File: src/rtl/fw_ram_clear.sv
// FW RAM clear stage: sits between the CPU interconnect and the 512x32 FW RAM.
// After reset, and on FW request, it writes zero to every RAM word. While it
// clears, the CPU is held off. When idle, CPU accesses go straight to the RAM.
module fw_ram_clear #(
  parameter int ADDR_WIDTH = 9,
  parameter int NUM_WORDS  = 512
) (
  input  logic                  clk,
  input  logic                  reset_n,
  input  logic                  fw_app_mode,
  input  logic                  clear_req,
  output logic                  busy,
  output logic                  clear_done,
  input  logic                  cpu_cs,
  input  logic [3:0]            cpu_we,
  input  logic [ADDR_WIDTH-1:0] cpu_address,
  input  logic [31:0]           cpu_write_data,
  output logic [31:0]           cpu_read_data,
  output logic                  cpu_ready,
  output logic                  ram_cs,
  output logic [3:0]            ram_we,
  output logic [ADDR_WIDTH-1:0] ram_address,
  output logic [31:0]           ram_write_data,
  input  logic [31:0]           ram_read_data,
  input  logic                  ram_ready
);

  localparam logic [ADDR_WIDTH-1:0] LAST_ADDR = ADDR_WIDTH'(NUM_WORDS - 1);

  typedef enum logic [1:0] {
    ST_START = 2'd0,
    ST_CLEAR = 2'd1,
    ST_DRAIN = 2'd2,
    ST_IDLE  = 2'd3
  } state_e;

  state_e                  state_q, state_d;
  logic [ADDR_WIDTH-1:0]   addr_q, addr_d;
  logic                    pending_q, pending_d;
  logic                    clear_done_q, clear_done_d;
  // Set when the final word of a sweep was written without an abort; DRAIN
  // turns it into clear_done so the flag only rises once the stale ready
  // from the last clear write has been absorbed.
  logic                    full_q, full_d;

  // State and control registers, cleared asynchronously.
  always_ff @(posedge clk or negedge reset_n) begin
    if (!reset_n) begin
      state_q      <= ST_START;
      addr_q       <= '0;
      pending_q    <= 1'b0;
      clear_done_q <= 1'b0;
      full_q       <= 1'b0;
    end else begin
      state_q      <= state_d;
      addr_q       <= addr_d;
      pending_q    <= pending_d;
      clear_done_q <= clear_done_d;
      full_q       <= full_d;
    end
  end

  // Next-state, sweep address and clear-request bookkeeping.
  always_comb begin
    state_d      = state_q;
    addr_d       = addr_q;
    pending_d    = pending_q;
    clear_done_d = clear_done_q;
    full_d       = full_q;
    case (state_q)
      ST_START: begin
        state_d = fw_app_mode ? ST_IDLE : ST_CLEAR;
      end
      ST_CLEAR: begin
        addr_d = addr_q + 1'b1;
        if (fw_app_mode) begin
          // Abort: the partial sweep is abandoned and never resumed.
          state_d = ST_DRAIN;
          addr_d  = '0;
          full_d  = 1'b0;
        end else if (addr_q == LAST_ADDR) begin
          state_d = ST_DRAIN;
          addr_d  = '0;
          full_d  = 1'b1;
        end
      end
      ST_DRAIN: begin
        state_d      = ST_IDLE;
        clear_done_d = full_q;
        full_d       = 1'b0;
      end
      ST_IDLE: begin
        if (fw_app_mode) begin
          pending_d = 1'b0;
        end else if (!cpu_cs) begin
          if (clear_req || pending_q) begin
            state_d      = ST_CLEAR;
            clear_done_d = 1'b0;
            pending_d    = 1'b0;
          end
        end else if (clear_req) begin
          // CPU access in flight: remember the request until the bus is free.
          pending_d = 1'b1;
        end
      end
      default: begin
        state_d = ST_START;
      end
    endcase
    if (fw_app_mode) begin
      pending_d = 1'b0;
    end
  end

  // Bus muxing: clear writes in CLEAR, CPU pass-through in IDLE, quiet otherwise.
  always_comb begin
    busy           = (state_q != ST_IDLE);
    clear_done     = clear_done_q;
    ram_cs         = 1'b0;
    ram_we         = 4'h0;
    ram_address    = '0;
    ram_write_data = 32'h0;
    cpu_read_data  = 32'h0;
    cpu_ready      = 1'b0;
    case (state_q)
      ST_CLEAR: begin
        ram_cs         = 1'b1;
        ram_we         = 4'hf;
        ram_address    = addr_q;
        ram_write_data = 32'h0;
      end
      ST_IDLE: begin
        ram_cs         = cpu_cs;
        ram_we         = cpu_cs ? cpu_we : 4'h0;
        ram_address    = cpu_address;
        ram_write_data = cpu_write_data;
        cpu_read_data  = ram_read_data;
        cpu_ready      = ram_ready;
      end
      default: begin
      end
    endcase
  end

endmodule
File: config.mk
export PLATFORM = sky130hd
export DESIGN_NAME = fw_ram_clear
export DESIGN_NICKNAME = d
export VERILOG_FILES = /design/src/rtl/fw_ram_clear.sv
export SDC_FILE = /design/constraint.sdc
export NUM_CORES = 1
export LEC_CHECK = 0
export ABC_CLOCK_PERIOD_IN_PS = 2900
export BUFFER_PORTS_ARGS = -buffer_cell sky130_fd_sc_hd__buf_2
export CORE_AREA = 2 2 68 70
export CTS_CLUSTER_DIAMETER = 30
export CTS_CLUSTER_SIZE = 12
export DETAILED_ROUTE_END_ITERATION = 10
export DIE_AREA = 0 0 70 72
export PLACE_DENSITY = 0.79
export SLEW_MARGIN = 20
export SYNTH_ARGS = -nofsm -noshare
export SYNTH_HDL_FRONTEND = slang
export SYNTH_SLANG_ARGS = --single-unit
File: constraint.sdc
create_clock -name clk -period 2.9 [get_ports clk]
set_input_delay 0.58 -clock clk [delete_from_list [all_inputs] [get_ports clk]]
set_output_delay 0.58 -clock clk [all_outputs]
set_load 0.005 [all_outputs]
# Word level (Yosys, flattened, before mapping)
# Index checks and enable logic that the tools add are counted.
op_classes:
  eq_ne: 10
  addsub: 1
  mux: 27
  reduce_logical: 10
ops:
  columns: ["cell", "count"]
  rows:
  - ["32-bit two-way mux", 2]
  - ["9-bit two-way mux", 2]
  - ["9-bit one-hot mux with 2 select lines", 1]
  - ["2-bit two-way mux", 6]
  - ["1-bit two-way mux", 10]
  - ["9-bit by 1-bit adder with 9-bit output, second input constant", 1]
  - ["9-bit equality test, second input constant", 1]
  - ["2-bit inequality test, second input constant", 4]
  - ["2-bit one-hot mux with 4 select lines", 1]
  - ["4-bit one-hot mux with 2 select lines", 1]
  - ["4-bit AND reduction", 2]
  - ["3-bit inequality test, second input constant", 2]
  - ["1-bit one-hot mux with 2 select lines", 3]
  - ["2-bit nonzero test", 3]
  - ["2-bit equality test, second input constant", 2]
  - ["4-bit two-way mux", 1]
  - ["3-bit AND reduction", 1]
  - ["3-bit nonzero test", 1]
  - ["2-bit by 1-bit equality test with 1-bit output, second input constant", 1]
  - ["2-bit zero test", 1]
  - ["2-bit AND reduction", 1]
  - ["1-bit logical OR", 1]
word_totals:
  register_bits: 14
  wordCells: 53
  in_bits: 83

# Logic depth before layout (Yosys ltp)
# Gate-level depths: netlist of the first run.
depth:
  depth_word: 5
  mapped_depth: 8

# Worst setup path after synthesis of the first run
# OpenSTA, ideal clock, no wires.
synth_timing:
  path_type: "reg-to-output"
  from: "register state_q[0]"
  to: "output port ram_we[0]"
  arrival_time_ns: 1.227
  path_stages_with_launch: 6
  path_slack_ns: 1.093
  required_time_ns: 2.320
  cell_sequence: "dfrtp_1 > ha_1 > buf_2 > buf_2 > a21oi_1 > nor2_1"
synth_via:
  elab_chain_len: 2
  word_cells_on_any_way: 3
  cone_classes: "eq/ne (2); mux (1)"
synth_lines:
  columns: ["item", "line_no", "text"]
  rows:
  - ["from (decl)", "37", "state_e state_q, state_d;"]
  - ["from (signal assigned)", "55", "state_q <= state_d;"]
  - ["2-bit equality test or 2-bit by 1-bit equality test with 1-bit output (tied branches)", "125", "case (state_q)"]
  - ["4-bit one-hot mux with 2 select lines (*)", "125", null]
  - ["to (decl)", "21", "output logic [3:0] ram_we,"]
# Every way passes the cells marked *; elsewhere a longest branch is shown, timed or not.

# Final worst setup path of the first run
layout_timing:
  from: "register state_q[1]"
  to: "output port ram_address[3]"
layout_via:
  elab_chain_len: 2
  word_cells_on_any_way: 3
  cone_classes: "eq/ne (2); mux (1)"
layout_lines:
  columns: ["item", "line_no", "text"]
  rows:
  - ["2-bit equality test or 2-bit by 1-bit equality test with 1-bit output (tied branches)", "125", null]
  - ["9-bit one-hot mux with 2 select lines (*)", "125", null]
  - ["to (decl)", "22", "output logic [ADDR_WIDTH-1:0] ram_address,"]
# Marks and branches as above.

==> flow_metrics.py, run 1 <==
metrics = {
    "status": {
        "outcome": "finished, final reports clean",
    },
    "logic_synthesis": {
        "synth-edff-count": 0,
        "syn_area_per_cell_um2": 7.743,
        "synth.distinct_cells": 24,
        "yosysWarningCount": 0,
        "async_flop_share": 1.000,
        "synth-seq-cells": 14,
        "synth_seq_area_share": 0.2662,
        "netlist_area_um2": 1316,
        "syn_inst": 170,
        "synth_top_cell_by_area": "and2_1",
        "post-synth-top-area-fraction": 0.3137,
        "yosys-top-cells-count": "and2_1 (66), nor2_1 (17), dfrtp_1 (14)",
        "synth.area.top_cells": "and2_1 (31%), dfrtp_1 (27%), ha_1 (5.7%), a22o_1 (5.3%), nor2_1 (4.8%)",
        "syn-num-nets": 259,
        "yosysMostFrequentCell": "and2_1",
        "synth_top_flop_cell": "dfrtp_1",
    },
    "placement": {
        "numPortBuffers": 163,
        "placed_cells": 377,
        "dp_hpwl_um": 3752,
        "place_congestion": 0.7738,
    },
    "floorplanning": {
        "initial_utilization": 0.3087,
        "core-area_um2": 4264,
        "rows": 24,
        "io_pins": 164,
        "dieArea_um2": 5040,
        "die_w_um": 70,
        "die_h_um": 72,
    },
    "power_and_ir_drop": {
        "p_per_area_nw_per_um2": 725.6,
        "power_leakage_nw": 1.362,
        "vdd_drop_max_uv": 359.5,
    },
    "worst_setup_path": {
        "max_stage_delay_ps": 500,
        "crit_required_ps": 2320,
        "reg2reg_to": "addr_q[5]$_DFFE_PN0N_",
        "cpMaxStageDelayCell": "ha_1",
        "cp.arrival_ps": 1790,
        "path_cells": "inv_1, ha_1, buf_4, a22o_2, buf_2",
        "path_class": "flip-flop to primary output",
        "ff2ff_setup_slack_ps": 870,
        "crit_path_start_kind": "flip-flop",
        "r2r-start": "state_q[1]$_DFFE_PN0P_",
        "critical_path_peak_fanout": 15,
        "rr_worst_depth": 6,
        "cp-end-kind": "primary output",
    },
    "global_route": {
        "antenna_found_initial": 0,
        "grt_pass1_vias": 1488,
        "overflow": 0,
        "grt_max_degree": 36,
        "grtUsageTotal": 0.1622,
        "grt_pass1_wl_um": 6706,
    },
    "drt": {
        "routed_wl_um": 4524,
        "drt-wirelength-per-cell_um": 11.87,
        "detail_route.vias_per_cell": 4.407,
        "drtIter0Drc": 38,
        "detail-route-antenna-nets": 0,
        "dr.pass1.iters": 4,
        "via_count": 1679,
        "post-route-drc-count": 0,
    },
    "clocking": {
        "clock_path_buffers": 2,
        "cts-root-buf": "clkbuf_8",
        "cts_resized": 0,
        "cts.sink_count": 14,
        "ctsHtreeMaxLevel": 1,
        "cts_tree": "built",
        "hold_buffers": 0,
        "worstSkewPairLatency_ps": 250,
        "post_cts_buffers": 0,
        "clk_pin_slew_worst_paths_ps": 60,
        "numCtsBuffers": 3,
    },
    "sta": {
        "finalClockSkew_ps": 0.9205,
        "relSlewSlack": 0.6441,
        "max_freq_ghz": 0.4225,
        "worstMarginPinSlew_ps": 533.8,
        "rsz0062_at_grt": "no",
        "hold_viol_final": 0,
        "setup_tns_ps": 0,
        "min_period_ps": 2367,
        "slew_viol_final": 0,
        "finalSetupViolCount": 0,
        "fin_crit_sh": 0.8162,
    },
    "job": {
        "max_cap_viol_count": 0,
    },
    "min_path": {
        "hold_class": "primary input to asynchronous set/reset pin",
    },
    "cells_and_area": {
        "fin_cells": 381,
        "nNetsFinal": 419,
        "drive_gt1_frac": 0.5289,
        "areaGrowthSynthToFinish_pct": 69.58,
        "insertedDiodeCount": 0,
    },
}
[layout make-up]
type | instances | area [um2]
clock buffer | 4 | 55.05
multi-input combinational | 138 | 897.1
fill | 434 | 2032
inverter | 7 | 26.28
sequential | 14 | 350.3
timing repair buffer | 166 | 838.3
tap | 52 | 65.06
[worst max-delay path: cells and delay by family (launching register included)]
kind                       cells  cell delay [ps]
adders and majority gates      1              500
buffers and inverters          3              490
AOI/OAI and AO/OA              1              150
DFF                            1              400
[kinds of logic after synthesis]
kind of cell	after synthesis	share of synthesized area
AOI/OAI and AO/OA	22	0.1179
xor gates and xnor gates	4	0.02661
adders and majority gates	6	0.05703
buffers and inverters	18	0.05418
DFF	14	0.2662
muxes	5	0.03802
and+or+nand+nor	101	0.4401
[flip-flops by register name, summed over array words and instances, names as in the netlist]
signal      cells
pending_q       1
addr_q          9
state_q         2
clear_done      1
full_q          1
[power by group]
| part | internal [mW] | total, mW | leakage (nW) | switching (mW) |
|---|---|---|---|---|
| combinational | 0.587 | 1.14 | 1.15 | 0.558 |
| sequential | 0.236 | 0.283 | 0.186 | 0.0466 |
| clock | 0.120 | 0.193 | 0.0288 | 0.0724 |
| total | 0.943 | 1.62 | 1.36 | 0.677 |
[stage by stage]
stage	power [mW]	worst slack, ps	utilization	instance area (um2)	hold slack (ps)
3_3_place_gp	1.416	837.2	0.5106	2177	489.2
6_report	1.620	533.0	0.5235	2232	217.8
3_5_place_dp	1.442	791.3	0.5106	2177	491.1
2_1_floorplan	0.9273	1093	-	1316	284.4
5_1_grt	1.768	404.4	0.5235	2232	231.1
4_1_cts	1.636	521.4	0.5235	2232	226.1
[worst max-delay path by stage]
stage,start,end,cells past startpoint
3_5_place_dp,state_q[1]$_DFFE_PN0P_,ram_address[3],5
4_1_cts,state_q[1]$_DFFE_PN0P_,ram_address[3],5
2_1_floorplan,state_q[0]$_DFFE_PN0P_,ram_we[0],5
3_3_place_gp,state_q[1]$_DFFE_PN0P_,ram_address[3],5
5_1_grt,state_q[1]$_DFFE_PN0P_,ram_address[0],5
6_report,state_q[1]$_DFFE_PN0P_,ram_address[3],5
[routing by layer]
layer | up-vias | GRT usage | share of wire
li1 | 865 | - | -
met1 | 736 | 0.1847 | 0.41
met2 | 72 | 0.2931 | 0.50
met3 | 6 | 0.03750 | 0.073
met4 | 0 | 0.06838 | 0.019
met5 | - | 0 | 0
[cells in the final DEF, fill, tap and decap left out, types with 2 or more instances in the layout]
cell	synthesis	routed
or3_1	2	2
nand2_1	8	8
dfrtp_1	14	14
nor2b_1	2	2
nand4_2	2	2
mux2i_1	5	5
buf_2	3	163
inv_1	7	7
buf_4	0	3
a21oi_1	4	4
clkbuf_8	0	4
o21ai_0	6	6
and2_1	66	66
a22o_1	8	8
nor2_1	17	17
xor2_1	4	4
ha_1	6	5
No activity file was read; power rests on OpenSTA's default activity.
==> run 2: changes to the inputs <==
- ABC_CLOCK_PERIOD_IN_PS: 2900 -> 2300
- clock period: 2.9 -> 2.3 ns (I/O delays scaled with it)
==> run 2 against run 1 <==
Effect of this change: design area is 0.22% higher; sequential power up 24%; power grew 27%; flip-flop and latch count is the same; first-iteration DRC count rose by 53%; non-clock buffer count down 1; clock power up 24%; sequential share of layout area hardly changed; clock skew is 4.3 ps higher; register-to-register slack worse by 370 ps; clock-buffer cell count unchanged; hold slack got worse by 120 ps.
==> flow_metrics.py, run 2 (synthesis results as in run 1) <==
metrics = {
    "drt": {
        "post-route-drc-count": 0,
        "detail-route-antenna-nets": 0,
        "drt-wirelength-per-cell_um": 11.41,
        "routed_wl_um": 4335,
        "drtIter0Drc": 58,
        "detail_route.vias_per_cell": 4.350,
        "dr.pass1.iters": 4,
        "via_count": 1653,
    },
    "power_and_ir_drop": {
        "p_sw_mw": 0.8514,
        "vdd_drop_max_uv": 581.9,
        "p_int_mw": 1.200,
        "swShare": 0.4151,
        "p_per_area_nw_per_um2": 916.9,
        "p_comb_frac": 0.711,
        "clkPwrFrac": 0.117,
        "p_seq_frac": 0.172,
        "power_leakage_nw": 1.361,
    },
    "cells_and_area": {
        "areaGrowthSynthToFinish_pct": 69.96,
        "drive_gt1_frac": 0.5274,
        "largest_register_ffs": 9,
        "nNetsFinal": 418,
        "insertedDiodeCount": 0,
        "fill_cells": 430,
        "regMostFlops": "addr_q",
        "multi_input_area_um2": 897.1,
        "layout_common_cells": "buf_2 (163), and2_1 (66), nor2_1 (17), dfrtp_1 (14)",
        "fin_cells": 380,
        "final_cell_area_um2": 2237,
        "final_common_cell": "buf_2",
        "utilization": 0.5246,
        "reg_top3": "addr_q (9), state_q (2)",
        "register_area_um2": 350.3,
    },
    "sta": {
        "max_freq_ghz": 0.4873,
        "relSlewSlack": 0.7173,
        "min_period_ps": 2052,
        "setup_tns_ps": 0,
        "finalClockSkew_ps": 5.261,
        "fin_crit_sh": 0.8922,
        "finalSetupViolCount": 0,
        "slew_viol_final": 0,
        "timing.hold.ws_ps": 93.66,
        "worstMarginPinSlew_ps": 423.2,
        "hold_viol_final": 0,
        "rsz0062_at_grt": "no",
    },
    "clocking": {
        "cts_resized": 0,
        "worstSkewPairLatency_ps": 250,
        "clk_pin_slew_worst_paths_ps": 60,
        "hold_buffers": 0,
        "clock_path_buffers": 2,
        "cts_tree": "built",
        "numCtsBuffers": 3,
        "cts-root-buf": "clkbuf_8",
        "cts.sink_count": 14,
        "post_cts_buffers": 0,
        "ctsHtreeMaxLevel": 1,
    },
    "global_route": {
        "grt_max_degree": 63,
        "grt_pass1_wl_um": 6893,
        "grtUsageTotal": 0.1662,
        "overflow": 0,
        "antenna_found_initial": 0,
        "grt_pass1_vias": 1499,
    },
    "placement": {
        "dp_hpwl_um": 3628,
        "placed_cells": 376,
        "dpl-instance-area_um2": 2182,
        "numPortBuffers": 163,
        "place_congestion": 0.7989,
    },
    "worst_setup_path": {
        "rr_worst_depth": 6,
        "reg2reg_to": "addr_q[5]$_DFFE_PN0N_",
        "cp.arrival_ps": 1590,
        "cp-startpoint": "state_q[1]$_DFFE_PN0P_",
        "path_class": "flip-flop to primary output",
        "crit_required_ps": 1840,
        "cp-end-kind": "primary output",
        "r2r-start": "state_q[1]$_DFFE_PN0P_",
        "crit_path_start_kind": "flip-flop",
        "critical_path_peak_fanout": 21,
        "ff2ff_setup_slack_ps": 500,
        "crit_end": "ram_address[1]",
    },
    "min_path": {
        "hold_class": "primary input to asynchronous set/reset pin",
    },
    "floorplanning": {
        "die_h_um": 72,
        "initial_utilization": 0.3087,
        "rows": 24,
        "die_w_um": 70,
        "io_pins": 164,
        "core-area_um2": 4264,
        "dieArea_um2": 5040,
    },
    "status": {
        "outcome": "finished, final reports clean",
    },
    "job": {
        "max_cap_viol_count": 0,
    },
}
==> run 2: changes by cell type in the layout (fill, tap and decap cells not counted), sizes merged <==
cell	previous run	this run
buf	166	165
==> run 2: area by class of cell <==
type	count	area share
Sequential cell	14	0.1566
Tap cell	52	0.02908
Clock buffer	4	0.02461
Timing Repair Buffer	165	0.3770
Inverter	7	0.01174
Multi-Input combinational cell	138	0.4010
==> run 2: worst min-delay path by stage <==
stage                 start                    end  cells past startpoint
global placement    reset_n  addr_q[4]$_DFFE_PN0N_                      1
finish              reset_n  addr_q[4]$_DFFE_PN0N_                      1
detailed placement  reset_n  addr_q[4]$_DFFE_PN0N_                      1
global route        reset_n  addr_q[5]$_DFFE_PN0N_                      1
CTS                 reset_n  addr_q[4]$_DFFE_PN0N_                      1
floorplan           reset_n  addr_q[0]$_DFFE_PN0N_                      0
==> run 2: through the flow <==
stage                     power (mW)  setup WS (ps)
final                          2.051          247.9
after global routing           2.262          102.2
after CTS                      2.079          240.2
after detailed placement       1.834          512.7
after global placement         1.805          540.4
after floorplan                1.169          613.4
==> run 2: power groups by stage <==
stage          registers [mW]  clock network (mW)  logic [mW]
4_1_cts                 0.353               0.245        1.48
3_3_place_gp            0.354                   0        1.45
2_1_floorplan           0.347                   0       0.823
6_report                0.352               0.240        1.46
3_5_place_dp            0.357                   0        1.48
5_1_grt                 0.363               0.260        1.64
==> run 2: worst max-delay path, cell delays in order, from the launching register on <==
cell	delay, ps
dfrtp_1	400
inv_1	100
ha_1	270
buf_4	280
a22o_1	180
buf_2	110
==> run 2: routing by layer <==
metal | GRT usage | vias to the layer above | wire (um)
li1 | - | 865 | -
met5 | 0 | - | 0
met3 | 0.03611 | 8 | 316
met1 | 0.2024 | 709 | 1813
met2 | 0.2921 | 71 | 2107
met4 | 0.05769 | 0 | 97
==> run 3: changes to the inputs <==
- GPL_TIMING_DRIVEN: not set -> 0
==> run 3 against run 2 <==
Effect of this change: maximum frequency is 4.6% lower; global-route usage up 0.61 points; non-clock buffer count grew 9; sequential power about the same; critical path type unchanged.
==> flow_metrics.py, run 3 (synthesis results as in run 1) <==
metrics = {
    "drt": {
        "drt-wirelength-per-cell_um": 11.66,
        "post-route-drc-count": 0,
        "dr.pass1.iters": 4,
        "drtIter0Drc": 62,
        "detail_route.vias_per_cell": 4.416,
        "via_count": 1718,
        "detail-route-antenna-nets": 0,
        "routed_wl_um": 4537,
    },
    "clocking": {
        "clock_path_buffers": 2,
        "hold_buffers": 0,
        "numCtsBuffers": 3,
        "worstSkewPairLatency_ps": 250,
        "cts.sink_count": 14,
        "post_cts_buffers": 0,
        "ctsHtreeMaxLevel": 1,
        "cts-root-buf": "clkbuf_8",
        "clk_pin_slew_worst_paths_ps": 60,
        "cts_tree": "built",
        "cts_resized": 0,
    },
    "worst_setup_path": {
        "rr_worst_depth": 8,
        "path_class": "flip-flop to primary output",
        "crit_path_start_kind": "flip-flop",
        "cp.arrival_ps": 1690,
        "crit_required_ps": 1840,
        "cp-end-kind": "primary output",
        "critical_path_peak_fanout": 10,
    },
    "sta": {
        "min_period_ps": 2151,
        "relSlewSlack": 0.7183,
        "finalSetupViolCount": 0,
        "setup_tns_ps": 0,
        "hold_viol_final": 0,
        "max_freq_ghz": 0.4648,
        "finalClockSkew_ps": 3.143,
        "worstMarginPinSlew_ps": 421.7,
        "slew_viol_final": 0,
        "timing.hold.ws_ps": 97.64,
        "rsz0062_at_grt": "no",
        "fin_crit_sh": 0.9353,
    },
    "global_route": {
        "grt_pass1_vias": 1558,
        "grt_max_degree": 15,
        "antenna_found_initial": 0,
        "overflow": 0,
        "grtUsageTotal": 0.1723,
        "grt_pass1_wl_um": 7224,
    },
    "power_and_ir_drop": {
        "power_leakage_nw": 1.380,
        "vdd_drop_max_uv": 323.1,
        "total_power_mw": 2.092,
        "p_per_area_nw_per_um2": 926.0,
    },
    "floorplanning": {
        "rows": 24,
        "io_pins": 164,
        "die_w_um": 70,
        "initial_utilization": 0.3087,
        "dieArea_um2": 5040,
        "core-area_um2": 4264,
        "die_h_um": 72,
    },
    "cells_and_area": {
        "insertedDiodeCount": 0,
        "reg_top3": "addr_q (9), state_q (2)",
        "largest_register_ffs": 9,
        "layout_common_cells": "buf_2 (166), and2_1 (66), nor2_1 (17), dfrtp_1 (14)",
        "fill_cells": 420,
        "nNetsFinal": 427,
        "final_common_cell": "buf_2",
        "areaGrowthSynthToFinish_pct": 71.67,
        "drive_gt1_frac": 0.5252,
        "regMostFlops": "addr_q",
    },
    "placement": {
        "numPortBuffers": 163,
        "dp_hpwl_um": 3774,
        "place_congestion": 0.7997,
    },
    "job": {
        "max_cap_viol_count": 0,
    },
    "min_path": {
        "hold_class": "primary input to asynchronous set/reset pin",
    },
    "status": {
        "outcome": "finished, final reports clean",
    },
}
[run 3: area by class of cell]
cell class,instances,area (um2),area share
clock buffer,4,55.05,0.02436
multi-input combinational,138,898.4,0.3976
timing repair buffer,163,815.8,0.3610
inverter,7,26.28,0.01163
tap,52,65.06,0.02879
buffer,11,48.80,0.02159
sequential,14,350.3,0.1550
[run 3: power by group]
group          internal (mW)  total [mW]  switching (mW)
Combinational          0.750        1.50           0.747
Clock                  0.152       0.241          0.0896
Sequential             0.298       0.354          0.0563
Total                   1.20        2.09           0.893
[run 3: through the flow]
stage               cell area [um2]  setup slack (ps)  utilization  std cells
finish                         2260             148.7       0.5299        389
global route                   2260             4.618       0.5299        389
CTS                            2252             9.585       0.5282        389
detailed placement             2197             284.2       0.5153        385
global placement               2197             297.0       0.5153        385
floorplan                      1316             613.4            -        170
[run 3: worst max-delay path: stages, from the launching register on]
cell and delay [ps]:
dfrtp_1 390, ha_1 300, buf_2 280, clkbuf_2 210, and2_1 150, buf_2 110
[run 3: worst paths after layout]
path	start	endpoint	slack [ps]
worst min register to register	clear_done$_DFFE_PN0P_	clear_done$_DFFE_PN0P_	520
max in group asynchronous	reset_n	addr_q[0]$_DFFE_PN0N_	1960
worst max register to register	addr_q[1]$_DFFE_PN0N_	state_q[1]$_DFFE_PN0P_	520
worst min-delay path	reset_n	addr_q[7]$_DFFE_PN0N_	100
min in group clk	fw_app_mode	pending_q$_DFFE_PN0P_	470
worst max-delay path	state_q[0]$_DFFE_PN0P_	ram_write_data[13]	150
[run 3: per-layer routing]
metal,global-route usage,part of all wire
met4,0.06410,0.018
met5,0,0
met2,0.3132,0.52
met3,0.02500,0.070
met1,0.2072,0.39
